==> src/rtl/seg_bcd_encoder_if.sv <==
// ----------------------------------------------------------------------------
// seg_bcd_encoder_if
//
// Purpose: request/result bundle between a producer of binary display values
// and the seg_bcd_encoder block.
//
// Signals:
//   valid_i  producer -> encoder  request to convert bin_i / dp_i
//   ready_o  encoder -> producer  encoder idle, request will be taken
//   bin_i    producer -> encoder  unsigned value to display (BIN_W bits)
//   dp_i     producer -> encoder  decimal-point enables, bit i = digit i
//   done_o   encoder -> producer  one-cycle pulse, data_o just updated
//   data_o   encoder -> producer  segment bytes {dp,g,f,e,d,c,b,a},
//                                 active-low, index 0 = rightmost digit
//
// Modports: master = side issuing requests, slave = the encoder.
// ----------------------------------------------------------------------------
interface seg_bcd_encoder_if #(
   parameter int DIGITS = 8,
   parameter int BIN_W  = 27
);
   logic              valid_i;
   logic              ready_o;
   logic [BIN_W-1:0]  bin_i;
   logic [DIGITS-1:0] dp_i;
   logic              done_o;
   logic [7:0]        data_o [0:DIGITS-1];

   modport master (
      output valid_i, bin_i, dp_i,
      input  ready_o, done_o, data_o
   );

   modport slave (
      input  valid_i, bin_i, dp_i,
      output ready_o, done_o, data_o
   );
endinterface

==> src/rtl/seg_bcd_encoder.sv <==
// ----------------------------------------------------------------------------
// seg_bcd_encoder
//
// Purpose: converts an unsigned binary value into DIGITS active-low
// 7-segment bytes for tdm_mux. A sequential shift-and-add-3 conversion runs
// for BIN_W cycles, then one encode cycle applies leading-zero blanking,
// decimal points and overflow dashes. Results stay registered until the
// next conversion finishes.
//
// Ports:
//   clk_i   system clock, rising edge
//   rstn_i  asynchronous active-low reset
//   bus     seg_bcd_encoder_if.slave (valid/ready request, bin/dp inputs,
//           done pulse and registered data_o array)
// ----------------------------------------------------------------------------
module seg_bcd_encoder #(
   parameter int DIGITS = 8,
   parameter int BIN_W  = 27
) (
   input  logic             clk_i,
   input  logic             rstn_i,
   seg_bcd_encoder_if.slave bus
);

   localparam logic [1:0] ST_IDLE   = 2'd0;
   localparam logic [1:0] ST_SHIFT  = 2'd1;
   localparam logic [1:0] ST_ENCODE = 2'd2;

   localparam int BCD_W = 4 * DIGITS;
   localparam int CNT_W = $clog2(BIN_W + 1);

   // Largest value that fits in DIGITS decimal digits (10^DIGITS - 1).
   function automatic longint unsigned max_value();
      longint unsigned p;
      p = 1;
      for (int i = 0; i < DIGITS; i++) begin
         p = p * 10;
      end
      return p - 1;
   endfunction

   localparam longint unsigned MAX_VAL = max_value();

   // Active-low segments g..a for one decimal digit.
   function automatic logic [6:0] digit_segs(input logic [3:0] d);
      case (d)
         4'd0:    digit_segs = 7'h40;
         4'd1:    digit_segs = 7'h79;
         4'd2:    digit_segs = 7'h24;
         4'd3:    digit_segs = 7'h30;
         4'd4:    digit_segs = 7'h19;
         4'd5:    digit_segs = 7'h12;
         4'd6:    digit_segs = 7'h02;
         4'd7:    digit_segs = 7'h78;
         4'd8:    digit_segs = 7'h00;
         4'd9:    digit_segs = 7'h10;
         default: digit_segs = 7'h7F;
      endcase
   endfunction

   logic [1:0]        state;
   logic [CNT_W-1:0]  cnt;
   logic [BIN_W-1:0]  bin_q;
   logic [BCD_W-1:0]  bcd_q;
   logic [BCD_W-1:0]  bcd_adj;
   logic [DIGITS-1:0] dp_q;
   logic              ovf_q;
   logic [DIGITS-1:0] blank;
   logic              lead;
   logic [7:0]        seg_next [0:DIGITS-1];

   assign bus.ready_o = (state == ST_IDLE);

   // Add-3 correction: any BCD nibble of 5 or more is bumped before the
   // shift so that doubling carries correctly into the next decade.
   always_comb begin
      bcd_adj = bcd_q;
      for (int i = 0; i < DIGITS; i++) begin
         if (bcd_q[4*i +: 4] >= 4'd5) begin
            bcd_adj[4*i +: 4] = bcd_q[4*i +: 4] + 4'd3;
         end
      end
   end

   // Segment encoding of the finished BCD value. A digit above position 0
   // is blanked while every nibble and dp bit from it upward is zero, so
   // an enabled decimal point keeps its digit (and everything below) lit.
   always_comb begin
      lead  = 1'b1;
      blank = '0;
      for (int i = DIGITS - 1; i >= 1; i--) begin
         lead     = lead & (bcd_q[4*i +: 4] == 4'd0) & ~dp_q[i];
         blank[i] = lead;
      end
      for (int i = 0; i < DIGITS; i++) begin
         if (ovf_q) begin
            seg_next[i] = 8'hBF;
         end else if (blank[i]) begin
            seg_next[i] = 8'hFF;
         end else begin
            seg_next[i] = {~dp_q[i], digit_segs(bcd_q[4*i +: 4])};
         end
      end
   end

   // Control FSM and datapath. Overflowed values still shift for the full
   // count so the latency never depends on the input value.
   always_ff @(posedge clk_i or negedge rstn_i) begin
      if (!rstn_i) begin
         state       <= ST_IDLE;
         cnt         <= '0;
         bin_q       <= '0;
         bcd_q       <= '0;
         dp_q        <= '0;
         ovf_q       <= 1'b0;
         bus.done_o  <= 1'b0;
         for (int i = 0; i < DIGITS; i++) begin
            bus.data_o[i] <= 8'hFF;
         end
      end else begin
         bus.done_o <= 1'b0;
         case (state)
            ST_IDLE: begin
               if (bus.valid_i) begin
                  bin_q <= bus.bin_i;
                  dp_q  <= bus.dp_i;
                  ovf_q <= (64'(bus.bin_i) > MAX_VAL);
                  bcd_q <= '0;
                  cnt   <= '0;
                  state <= ST_SHIFT;
               end
            end
            ST_SHIFT: begin
               bcd_q <= {bcd_adj[BCD_W-2:0], bin_q[BIN_W-1]};
               bin_q <= {bin_q[BIN_W-2:0], 1'b0};
               cnt   <= cnt + CNT_W'(1);
               if (cnt == CNT_W'(BIN_W - 1)) begin
                  state <= ST_ENCODE;
               end
            end
            ST_ENCODE: begin
               for (int i = 0; i < DIGITS; i++) begin
                  bus.data_o[i] <= seg_next[i];
               end
               bus.done_o <= 1'b1;
               state      <= ST_IDLE;
            end
            default: begin
               state <= ST_IDLE;
            end
         endcase
      end
   end

endmodule

==> src/flat_wrapper.sv <==
// flat-port wrapper written by rule: the top's interface ports become plain ports
module seg_bcd_encoder_flat 
#(
   parameter int DIGITS = 8,
   parameter int BIN_W  = 27
)
  (clk_i, rstn_i, bus_valid_i, bus_bin_i, bus_dp_i, bus_ready_o, bus_done_o, bus_data_o);
  seg_bcd_encoder_if #(.DIGITS(DIGITS), .BIN_W(BIN_W)) bus_i ();
  input  logic clk_i;
  input  logic rstn_i;
  input wire logic [$bits(bus_i.valid_i)-1:0] bus_valid_i;
  input wire logic [$bits(bus_i.bin_i)-1:0] bus_bin_i;
  input wire logic [$bits(bus_i.dp_i)-1:0] bus_dp_i;
  output wire logic [$bits(bus_i.ready_o)-1:0] bus_ready_o;
  output wire logic [$bits(bus_i.done_o)-1:0] bus_done_o;
  output wire logic [$bits(bus_i.data_o)-1:0] bus_data_o;
  assign bus_i.valid_i = bus_valid_i;
  assign bus_i.bin_i = bus_bin_i;
  assign bus_i.dp_i = bus_dp_i;
  assign bus_ready_o = bus_i.ready_o;
  assign bus_done_o = bus_i.done_o;
  assign bus_data_o = {>>{bus_i.data_o}};
  seg_bcd_encoder #(.DIGITS(DIGITS), .BIN_W(BIN_W)) u_core (.clk_i(clk_i), .rstn_i(rstn_i), .bus(bus_i));
endmodule
==> config.mk <==
export PLATFORM = sky130hd
export DESIGN_NAME = seg_bcd_encoder_flat
export DESIGN_NICKNAME = d
export VERILOG_FILES = /design/src/rtl/seg_bcd_encoder_if.sv /design/src/rtl/seg_bcd_encoder.sv /design/src/flat_wrapper.sv
export SDC_FILE = /design/constraint.sdc
export NUM_CORES = 1
export LEC_CHECK = 0
export ABC_AREA = 1
export CAP_MARGIN = 20
export CORE_MARGIN = 8
export CORE_UTILIZATION = 40
export DETAILED_ROUTE_END_ITERATION = 8
export PLACE_DENSITY = 0.64
export SYNTH_ARGS = -nofsm -noshare
export SYNTH_HDL_FRONTEND = slang
export SYNTH_SLANG_ARGS = --single-unit
==> constraint.sdc <==
create_clock -name clk_i -period 1.9 [get_ports clk_i]
set_input_delay 0.38 -clock clk_i [delete_from_list [all_inputs] [get_ports clk_i]]
set_output_delay 0.38 -clock clk_i [all_outputs]
set_load 0.01 [all_outputs]
==> summary.md <==
| Metric | Value |
|---|---|
| Core ar. | `0.0187 mm^2` |
| Syn Nets | `994` |
| Peak VDD IR | `0.868 mV` |
| Most frequent cells in the layout | `nand2_1, inv_1, nor2_1, o21ai_0, dfrtp_1` |
| Hpwl dp | `14100 um` |
| CP top delay family | `buffers and inverters` |
| Initial DRT Pass Iterations | `5` |
| Placed Instance Area | `0.00911 mm^2` |
| CP Cell Sequence | `clkdlybuf4s50_1` |
| Cell area power density | `around 1500 mW/mm^2` |
| Die H | `around 150 um` |
| Final wirelength | `19700 um` |
| DRC viols | `0` |
| Crit Path Max Fanout | `2` |
| CTS tree | `yes` |
| Critical path depth | `1` |
| Die width | `154 um` |
| Sequential share of the synthesized area | `between 40% and 50%` |
| Crit path launch type | `register` |
| Routed Antenna Nets | `0` |
| Final hold vios | `0` |
| Hold crit path type | `in -> async` |
| Inst Count DP | `1246` |
| Clock latency on the worst-skew pair | `0.42 ns` |
| Routed length per placed instance | `15.3 um` |
| GRT Util Overall | `16.9%` |
| Synth cell types | `44` |
| Total of max-cap violations | `0` |
| Setup Crit Path Kind | `reg -> out` |
| Average cell area after synthesis | `between 8 and 9 um^2` |
| Vias | `6625` |
| Critical Path AT | `1.48 ns` |
| Fill cells | `between 1500 and 2000` |
| Slowest stage delay, CP | `between 0.5 and 0.6 ns` |
| GRT Residual Overflow | `0` |
| Routability Congestion | `just under 0.9` |
| Power, Total | `14800 uW` |
| Nets | `1119` |
| Leakage power | `0.00486 uW` |
| Syn-to-layout area delta | `28.4%` |
| R2R depth | `11` |
| Maximum buffer depth of the clock tree | `2` |
| Area of the die | `0.0238 mm^2` |
| Most common cell after layout, fill and taps aside | `nand2_1` |
| Layout cell share with drive strength beyond 1 | `16.9%` |
| Clock Sinks | `140` |
| CP endpoint kind | `output port` |
| Vias per cell | `5.16` |
| Finished Layout Cells | `between 1000 and 1500` |
| Total CTS buffers | `17` |
| First-pass GRT wire length | `around 33000 um` |
| Synthesized cell area | `0.00765 mm^2` |
| Max Slew Vio Count | `0` |
| Worst relative slew slack | `69.5%` |
| Site Rows | `50` |
| Clock-pin slew on the worst setup and hold paths | `0.06 ns` |
| Initial Util | `40.9%` |
| Starting DRT DRC Count | `321` |
| CTS H-Tree Depth | `4` |
| Status | `finished, final reports clean` |
| Pin count of the biggest net entering global routing | `66` |
| Worst-Margin Slew | `0.453 ns` |
| Number of global-route vias before repair | `approximately 6700` |
| Minimum clock period | `about 1.9 ns` |
| Initial antenna violation count | `0` |
| CTS Root Buffer Type | `clkbuf_16` |
| # diodes | `0` |
| I/O pin cnt | `104` |
| CP max-delay cell | `clkdlybuf4s50_1` |
| Setup Viol. Count Final | `0` |
| Cells after synthesis | `between 900 and 1000` |
| Final Instance Area | `roughly 0.0098 mm^2` |
| Warnings, synthesis | `0` |
| PortBufs | `just over 100` |
| Final period util | `98.1%` |
| Setup TNS | `0 ns` |
| Critical Path RT | `1.52 ns` |
| Synth Register Bits | `between 100 and 150` |
| Worst path buffer plus inverter count | `1` |
| Clock skew | `0.00907 ns` |
| Core Util, Final | `52.5%` |
| Fmax | `roughly 540 MHz` |
## flip-flops by register name (all words and copies together), names as in the netlist
signal and count:
u_core.state 2, u_core.ovf_q 1, u_core.dp_q 8, u_core.bus.data_o 64
u_core.cnt 5, u_core.bus.done_o 1, u_core.bin_q 27, u_core.bcd_q 32
## through the flow
stage                     worst slack [ns]  hold slack (ns)
final                               0.0355            0.409
after global routing              -0.00207            0.427
after CTS                          0.00428            0.400
after detailed placement            0.0606            0.265
after global placement              0.0921            0.269
after floorplan                      0.310           0.0844
## power breakdown
group          total [uW]  internal [uW]  switching, uW
Sequential           4880           4040            836
Combinational        6410           2530           3880
Clock                3510           2260           1250
## cell type report
type | instances | area, um^2 | share of cell area [%]
flip-flops and latches | 140 | 3580 | 36.5
multi-input cells | 611 | 3450 | 35.2
repair buffers | 133 | 1360 | 13.9
inverters | 133 | 500 | 5.10
clock buffers | 21 | 460 | 4.69
well taps | 234 | 293 | 2.98
clock inverters | 11 | 166 | 1.70
## per-layer routing
layer	GRT usage [%]	routed length, um
met4	5.18	229
met1	22.0	9200
met2	27.3	9200
met5	0	0
met3	4.24	1060
## cells by family after synthesis
family                     count (synthesis)  share of synthesized area (%)
muxes                                      2                          0.262
AOI/OAI and AO/OA                        217                           16.5
DFF                                      140                           46.9
adders and majority gates                 45                           7.36
buffers and inverters                    160                           8.20
and+or+nand+nor                          341                           20.1
xor gates and xnor gates                   6                          0.687
## synthesized netlist by cell type
cell / instances / area share, %
a211oi_1: 1 / 0.098
inv_2: 14 / 0.69
o311ai_0: 1 / 0.11
nor2_4: 4 / 0.59
or2_1: 1 / 0.082
nor2_2: 5 / 0.41
nand4_1: 12 / 0.98
or2_2: 13 / 1.1
clkbuf_1: 12 / 0.59
a32o_1: 1 / 0.13
nand4_4: 1 / 0.28
nor2_8: 1 / 0.26
dfrtp_1: 76 / 25
nor3_1: 8 / 0.52
o22ai_1: 18 / 1.5
ha_1: 45 / 7.4
inv_1: 118 / 5.8
o211ai_1: 3 / 0.29
nand2_4: 1 / 0.15
xor2_1: 6 / 0.69
a22oi_1: 23 / 2.3
o21ai_1: 8 / 0.52
clkinv_2: 1 / 0.065
nor3_2: 3 / 0.39
nor3b_1: 1 / 0.098
nand3_1: 26 / 1.7
o32ai_1: 8 / 0.92
buf_2: 14 / 0.92
a21oi_1: 62 / 4.1
and2_1: 1 / 0.082
a31oi_1: 4 / 0.33
o221ai_1: 7 / 0.80
o22a_1: 3 / 0.34
nor2_1: 88 / 4.3
buf_6: 1 / 0.15
o21ai_0: 76 / 5.0
nand2_1: 169 / 8.3
nand3_4: 2 / 0.46
mux2i_1: 2 / 0.26
nor4_1: 2 / 0.16
dfstp_2: 64 / 22
nand2_2: 3 / 0.25
a22o_1: 1 / 0.11
o2bb2ai_1: 1 / 0.11
## path summary, 6_finish.rpt
check	slack (ns)	start	end
max in group asynchronous	0.86	rstn_i	u_core.bus.data_o[9]
worst max register to register	0.15	u_core.bcd_q[21]	u_core.bus.data_o[30]
worst min-delay path	0.41	rstn_i	u_core.bcd_q[8]
worst max-delay path	0.04	u_core.bus.data_o[47]	bus_data_o[47]
min in group clk_i	0.41	u_core.dp_q[6]	u_core.bus.data_o[15]
worst min register to register	0.41	u_core.dp_q[6]	u_core.bus.data_o[15]
## what timing repair did
action                                 4_1_cts  5_1_grt
setup buffers                                0        4
resized for setup                           17       25
hold buffers                                 1        0
setup endpoints to repair                   17       36
pin swaps                                    0        4
endpoints found under the hold margin       12        0
Power figures use the tool's default switching activity.
